--- src/rtl/diaosi_types_pkg.sv ---
// Shared types and constants for the core pipeline control slice.
package diaosi_types_pkg;

  localparam int unsigned REG_W = 5;

  // Register 0 is hard-wired zero, so it never carries a load-use hazard.
  localparam logic [REG_W-1:0] REG_ZERO = '0;

  typedef enum logic [1:0] {
    RUN      = 2'd0,
    MEM_WAIT = 2'd1,
    HALTED   = 2'd2
  } ctrl_state_t;

endpackage

--- src/rtl/load_use_detect.sv ---
// Load-use hazard detect: an EX-stage load whose destination feeds the IF/ID operands.
module load_use_detect
  import diaosi_types_pkg::*;
#(
  parameter int unsigned REGBITS = REG_W
) (
  input  logic               d_ren_ex,
  input  logic [REGBITS-1:0] wsel_ex,
  input  logic [REGBITS-1:0] rs_id,
  input  logic [REGBITS-1:0] rt_id,
  output logic               lu_c
);

  logic w_dest_live;
  logic w_src_match;

  assign w_dest_live = d_ren_ex && (wsel_ex != REGBITS'(REG_ZERO));
  assign w_src_match = (wsel_ex == rs_id) || (wsel_ex == rt_id);
  assign lu_c        = w_dest_live && w_src_match;

endmodule

--- src/rtl/pipe_ctrl.sv ---
// Pipeline control for the 5-stage core: freeze, load-use stall, redirect flush, halt.
// Optional performance counters are built when PIPE_CTRL_PERF_CNT_EN is defined.
module pipe_ctrl
  import diaosi_types_pkg::*;
#(
  parameter int unsigned REGBITS = REG_W
`ifdef PIPE_CTRL_PERF_CNT_EN
  ,
  parameter int unsigned CNTW    = 32
`endif
) (
  input  logic               CLK,
  input  logic               nRST,
  input  logic               ihit,
  input  logic               dhit,
  input  logic [REGBITS-1:0] rs_id,
  input  logic [REGBITS-1:0] rt_id,
  input  logic               d_ren_ex,
  input  logic [REGBITS-1:0] wsel_ex,
  input  logic               redirect_ex,
  input  logic               dreq_mem,
  input  logic               halt_mem,
  output logic               if_en,
  output logic               id_en,
  output logic               ex_en,
  output logic               mem_en,
  output logic               id_bubble,
  output logic               ifid_flush,
  output logic               dmem_mask,
  output logic               halt
`ifdef PIPE_CTRL_PERF_CNT_EN
  ,
  output logic [CNTW-1:0]    stall_cnt,
  output logic [CNTW-1:0]    flush_cnt,
  output logic [CNTW-1:0]    cycle_cnt
`endif
);

  ctrl_state_t r_state;
  ctrl_state_t w_state_nxt;
  logic        r_hit_seen;
  logic        w_adv;
  logic        w_lu;

  load_use_detect #(
    .REGBITS (REGBITS)
  ) u_lu (
    .d_ren_ex (d_ren_ex),
    .wsel_ex  (wsel_ex),
    .rs_id    (rs_id),
    .rt_id    (rt_id),
    .lu_c     (w_lu)
  );

  // A data access that already completed no longer holds the pipeline.
  assign w_adv     = ihit && (!dreq_mem || dhit || r_hit_seen);
  assign dmem_mask = r_hit_seen;
  assign halt      = (r_state == HALTED);

  always_ff @(posedge CLK or negedge nRST) begin
    if (!nRST) begin
      r_state <= RUN;
    end else begin
      r_state <= w_state_nxt;
    end
  end

  // Remember a dhit pulse that arrived while fetch was still waiting.
  always_ff @(posedge CLK or negedge nRST) begin
    if (!nRST) begin
      r_hit_seen <= 1'b0;
    end else if (w_adv) begin
      r_hit_seen <= 1'b0;
    end else if (dhit) begin
      r_hit_seen <= 1'b1;
    end
  end

  always_comb begin
    w_state_nxt = r_state;
    if_en       = 1'b0;
    id_en       = 1'b0;
    ex_en       = 1'b0;
    mem_en      = 1'b0;
    id_bubble   = 1'b0;
    ifid_flush  = 1'b0;
    case (r_state)
      HALTED: begin
        w_state_nxt = HALTED;
      end
      RUN, MEM_WAIT: begin
        if (!w_adv) begin
          w_state_nxt = dreq_mem ? MEM_WAIT : RUN;
        end else begin
          w_state_nxt = halt_mem ? HALTED : RUN;
          id_en       = 1'b1;
          ex_en       = 1'b1;
          mem_en      = 1'b1;
          if (redirect_ex) begin
            // IF/ID is discarded, so any load-use against it is moot.
            if_en      = 1'b1;
            ifid_flush = 1'b1;
            id_bubble  = 1'b1;
          end else if (w_lu) begin
            id_bubble  = 1'b1;
          end else begin
            if_en      = 1'b1;
          end
        end
      end
      default: begin
        w_state_nxt = RUN;
      end
    endcase
  end

`ifdef PIPE_CTRL_PERF_CNT_EN
  logic [CNTW-1:0] r_stall_cnt;
  logic [CNTW-1:0] r_flush_cnt;
  logic [CNTW-1:0] r_cycle_cnt;
  logic            w_live;

  assign w_live = (r_state != HALTED);

  // Saturating event counters.
  always_ff @(posedge CLK or negedge nRST) begin
    if (!nRST) begin
      r_stall_cnt <= '0;
      r_flush_cnt <= '0;
      r_cycle_cnt <= '0;
    end else begin
      if (w_live && (r_cycle_cnt != '1)) begin
        r_cycle_cnt <= r_cycle_cnt + CNTW'(1);
      end
      if (w_live && !if_en && (r_stall_cnt != '1)) begin
        r_stall_cnt <= r_stall_cnt + CNTW'(1);
      end
      if (ifid_flush && (r_flush_cnt != '1)) begin
        r_flush_cnt <= r_flush_cnt + CNTW'(1);
      end
    end
  end

  assign stall_cnt = r_stall_cnt;
  assign flush_cnt = r_flush_cnt;
  assign cycle_cnt = r_cycle_cnt;
`endif

endmodule
--- config.mk ---
export PLATFORM = sky130hd
export DESIGN_NAME = pipe_ctrl
export DESIGN_NICKNAME = d
export VERILOG_FILES = /design/src/rtl/diaosi_types_pkg.sv /design/src/rtl/load_use_detect.sv /design/src/rtl/pipe_ctrl.sv
export SDC_FILE = /design/constraint.sdc
export NUM_CORES = 1
export LEC_CHECK = 0
export CORE_AREA = 2 2 39 41
export CTS_CLUSTER_SIZE = 12
export DETAILED_ROUTE_END_ITERATION = 6
export DIE_AREA = 0 0 41 43
export GPL_TIMING_DRIVEN = 0
export PLACE_DENSITY = 0.71
export SYNTH_ARGS = -nofsm -noshare
export SYNTH_HDL_FRONTEND = slang
export SYNTH_SLANG_ARGS = --single-unit
--- constraint.sdc ---
create_clock -name CLK -period 1.85 [get_ports CLK]
set_clock_uncertainty 0.2 [all_clocks]
set_input_delay 0.555 -clock CLK [delete_from_list [all_inputs] [get_ports CLK]]
set_output_delay 0.555 -clock CLK [all_outputs]
set_load 0.02 [all_outputs]
After elaboration in Yosys (flattened, before gate mapping) --
Cells that the tools add are included.
Operators by class: reduce and logical (&&, ||, !) cells 11, mux-type cells 19, eq/ne operators 4
Operators by type and width (number):
- 1-bit 2-to-1 mux | 16
- 5-bit == test | 2
- 5-bit nonzero test | 1
- 2-bit 2-to-1 mux | 2
- 2-bit case mux with 2 select lines | 1
- 1-bit logical AND | 3
- 1-bit logical OR | 3
- 2-bit by 1-bit == test with 1-bit output, second input constant | 1
- 2-bit == test, second input constant | 1
- 2-bit zero test | 1
- 2-bit nonzero test | 1
- 2-bit OR reduction | 1
- 1-bit zero test | 1
Word-level totals: output and inout port bits 8, bits in registers 3

Longest topological paths before layout --
depth in word-level cells 7, mapped depth 4, mapped depth without buffers 4

Cells and area by module --
Synthesis repeated with hierarchy kept, for this count alone.
Unflattened totals: cells, all modules 37, area total of the unflattened synthesis 321.6 um^2
By module, submodules not included:
- pipe_ctrl | times used 1, cells each 20, area an instance 196.4 um^2
- load_use_detect | times used 1, cells each 17, area an instance 125.1 um^2

Least setup slack after synthesis --
OpenSTA, ideal clock, no wires.
path kind input port to output port, from input port dhit, to output port id_bubble, path slack -0.713 ns, path buffers 0, arrival 1.808 ns, cell stages on the path 4, path through nor2_1 -> a21oi_1 -> and2_1 -> o21bai_1
Between the ends: word-level cells in the longest chain between the ends 5
Ends and longest elaborated chain:
- from (decl) | line pipe_ctrl.sv:15 | input logic dhit,
- 1-bit logical OR (2 in a row) | line pipe_ctrl.sv:56 | assign w_adv = ihit && (!dreq_mem || dhit || r_hit_seen);
- 1-bit logical AND | line pipe_ctrl.sv:56
- 1-bit 2-to-1 mux | line pipe_ctrl.sv:92 | if (!w_adv) begin
- 1-bit 2-to-1 mux | line pipe_ctrl.sv:87 | case (r_state)
- to (decl) | line pipe_ctrl.sv:27 | output logic id_bubble,
Every way passes these cells.

Worst setup path after layout --
from input port wsel_ex[4], to output port id_bubble
Between the ends: word-level cells in the longest chain between the ends 7, elaborated cells on any way between the ends 10, classes of those cells eq/ne (2); mux (4); reduce/logical (4)
Ends and longest elaborated chain:
- from (decl) | line pipe_ctrl.sv:19 | input logic [REGBITS-1:0] wsel_ex,
- 5-bit == test / 5-bit nonzero test (equally long branches) | line load_use_detect.sv:18, load_use_detect.sv:17
- 1-bit logical OR / 1-bit logical AND (equally long branches) | line load_use_detect.sv:18, load_use_detect.sv:17
- 1-bit logical AND * | line load_use_detect.sv:19 | assign lu_c = w_dest_live && w_src_match;
- 1-bit 2-to-1 mux * | line pipe_ctrl.sv:104 | end else if (w_lu) begin
- 1-bit 2-to-1 mux * | line pipe_ctrl.sv:99 | if (redirect_ex) begin
- 1-bit 2-to-1 mux * | line pipe_ctrl.sv:92
- 1-bit 2-to-1 mux * | line pipe_ctrl.sv:87
Every way passes the cells marked *; elsewhere a longest branch is shown, timed or not.

==> metrics.md <==
| Metric | Value |
|---|---|
| CTS tree | `done` |
| CP Cell Sequence | `buf_8 -> or4_4 -> o211ai_2 -> o21bai_2 -> buf_6` |
| Routed Antenna Nets | `0` |
| Reg2reg start | `dmem_mask$_DFFE_PN0P_` |
| Reg clk slew, reported paths | `around 40 ps` |
| Syn avg cell area | `~9.0 um2` |
| Critical path buffers and inverters | `2` |
| Synthesized instance count | `34` |
| Fmax | `427 MHz` |
| Final Critical Period | `roughly 2300 ps` |
| Final Hold Viols | `0` |
| Total of max-cap violations | `0` |
| Fin nets | `98` |
| Total Power Consumption | `roughly 0.00057 W` |
| Failing checks | `negative setup slack` |
| GRT Total Usage | `0.134` |
| Setup TNS | `-1630 ps` |
| Post-layout util | `0.524` |
| Gpl congestion | `0.605` |
| Final WS setup | `-490 ps` |
| Post-synthesis cell type count | `18` |
| Hold Worst Slack | `slightly above 300 ps` |
| R2r worst-path depth | `6` |
| CTS sink count | `3` |
| Register bit total from synthesis | `3` |
| CTS Hold Bufs | `0` |
| Period utilization | `1.26` |
| Initial DRT Pass Iterations | `1` |
| Mapped Area | `between 300 and 400 um2` |
| Area Growth Syn to Fin | `137%` |
| Die footprint | `approximately 1800 um2` |
| Row count | `14` |
| I/O pins | `31` |
| Area of the multi-input gates | `265 um2` |
| P per Cell Area | `just under 800 nW/um2` |
| # setup viols final | `6` |
| HP Class | `in2async` |
| Fill cell count | `roughly 150` |
| Cell leakage power | `~0.35 nW` |
| Pin count of the biggest net entering global routing | `5` |
| Critical path depth | `5` |
| Clk Latency, worst-skew pair | `between 200 and 250 ps` |
| Worst Setup SP | `wsel_ex[4]` |
| Max incr delay on CP | `approximately 540 ps` |
| Final Routed Wirelength | `between 900 and 1000 um` |
| Sequential share of the synthesized area | `0.246` |
| Nature of the critical path startpoint | `input port` |
| Number of global-route vias before repair | `between 400 and 500` |
| CP Class | `in2out` |
| FF-to-FF End | `r_state[1]$_DFF_PN0_` |
| Most common cell after layout, fill and taps aside | `buf_6` |
| Cts bufs inserted | `3` |
| Via Count | `~380` |
| Die Wd | `between 40 and 50 um` |
| Critical path's top delay family | `simple AND/OR/NAND/NOR gates` |
| CP max FO | `3` |
| Cell area after layout | `724 um2` |
| Max VDD drop | `between 600 and 700 uV` |
| CP required | `about 1100 ps` |
| Starting Density | `0.221` |
| Setup repair after global routing missed its margin | `yes` |
| Share of layout cells above drive strength 1 | `0.581` |
| First-pass GRT wire length | `between 1500 and 2000 um` |
| Status | `finished with violations` |
| Critical path capture point type | `primary output` |
| Seq. cell area | `~75 um2` |
| Number of diodes | `0` |
| Rel. slew slack | `0.863` |
| Die Y | `approximately 43 um` |
| Critical Path Slowest Stage Cell | `or4_4` |
| # H-tree levels | `1` |
| Synth Warn # | `0` |
| Clk buf depth | `2` |
| Post-route DRC | `0` |
| Initial DRC count | `0` |
| Avg WL per Cell | `between 10 and 15 um` |
| Reg2reg setup slack | `370 ps` |
| Area post-placement | `658 um2` |
| Commonest non-fill, non-tap cells in the layout | `buf_6, xor2_1, buf_2` |
| Syn Nets | `between 50 and 60` |
| Initial antenna violation count | `0` |
| Core area | `around 1400 um2` |
| Total gr overflow | `0` |
| Final max-slew violation count | `0` |
| Via/cell ratio | `~4.2` |
| Detailed Place HPWL | `a little over 700 um` |
| Port Buf Inserts | `30` |
| Worst-Margin Slew | `206 ps` |
| Root Buffer | `clkbuf_4` |
| Crit path arrival time | `approximately 1600 ps` |
## area by class of cell
class | count | area share
flip-flops and latches | 3 | 0.104
plain buffers | 2 | 0.0311
clock buffers | 4 | 0.0363
repair buffers | 36 | 0.435
multi-input cells | 29 | 0.366
well taps | 16 | 0.0276
## worst register-to-register path, delay by kind of cell (launching register included)
kind / cells / cell delay (ps)
compound gates: 2 / 250
buf+inv: 3 / 360
flops: 1 / 400
simple gates: 1 / 150
## logic make-up after synthesis
logic type | count (synthesis) | share of synthesized area
buffers and inverters | 2 | 0.0492
flip-flops | 3 | 0.246
AO/OA/AOI/OAI | 8 | 0.209
AND/OR/NAND/NOR | 11 | 0.209
XOR/XNOR | 10 | 0.287
## flip-flops by register name (all words and copies together) (netlist names)
| name | flops |
|---|---|
| r_state | 2 |
| dmem_mask | 1 |
## power breakdown
group | internal [W] | switching, W | leakage [nW]
logic | 0.000217 | 0.000151 | 0.300
registers | 0.0000830 | 0.0000102 | 0.0377
clock network | 0.0000807 | 0.0000323 | 0.0150
## per-layer routing
metal  GRT usage  share of wire  vias up
li1            -              -      196
met1       0.117           0.35      168
met2       0.247           0.59       13
met3      0.0314          0.063        0
met4      0.0800              0        0
met5           0              0        -
## Yosys cell counts (all sizes together)
| master | count | area share |
|---|---|---|
| o31a | 1 | 0.033 |
| or4 | 1 | 0.037 |
| and3b | 1 | 0.029 |
| o211ai | 1 | 0.041 |
| a22oi | 1 | 0.025 |
| and2 | 1 | 0.021 |
| o21ai | 2 | 0.045 |
| o21bai | 1 | 0.025 |
| xor2 | 10 | 0.29 |
| nor3 | 2 | 0.033 |
| a21oi | 1 | 0.016 |
| dfrtp | 3 | 0.25 |
| nor2b | 1 | 0.021 |
| buf | 2 | 0.049 |
| a21o | 1 | 0.025 |
| nor2 | 4 | 0.049 |
| nand2b | 1 | 0.021 |
## per-stage QoR
step / setup WS [ps] / std cells
finish: -490 / 90
global route: -529 / 90
CTS: -513 / 90
detailed placement: -1370 / 80
global placement: -1360 / 80
floorplan: -289 / 34
## what timing repair did
action                                  in CTS  in global routing
resized for setup                          104                  6
buffers inserted                             6                  0
endpoints found under the setup margin       8                  7
pin swaps                                   17                  2
## worst max path at each step
stage           endpoint  slack [ps]
3_5_place_dp       if_en       -1370
2_1_floorplan      if_en        -290
3_3_place_gp       if_en       -1360
5_1_grt        id_bubble        -530
6_report       id_bubble        -490
4_1_cts        id_bubble        -510
(Power assumes the default switching activity.)
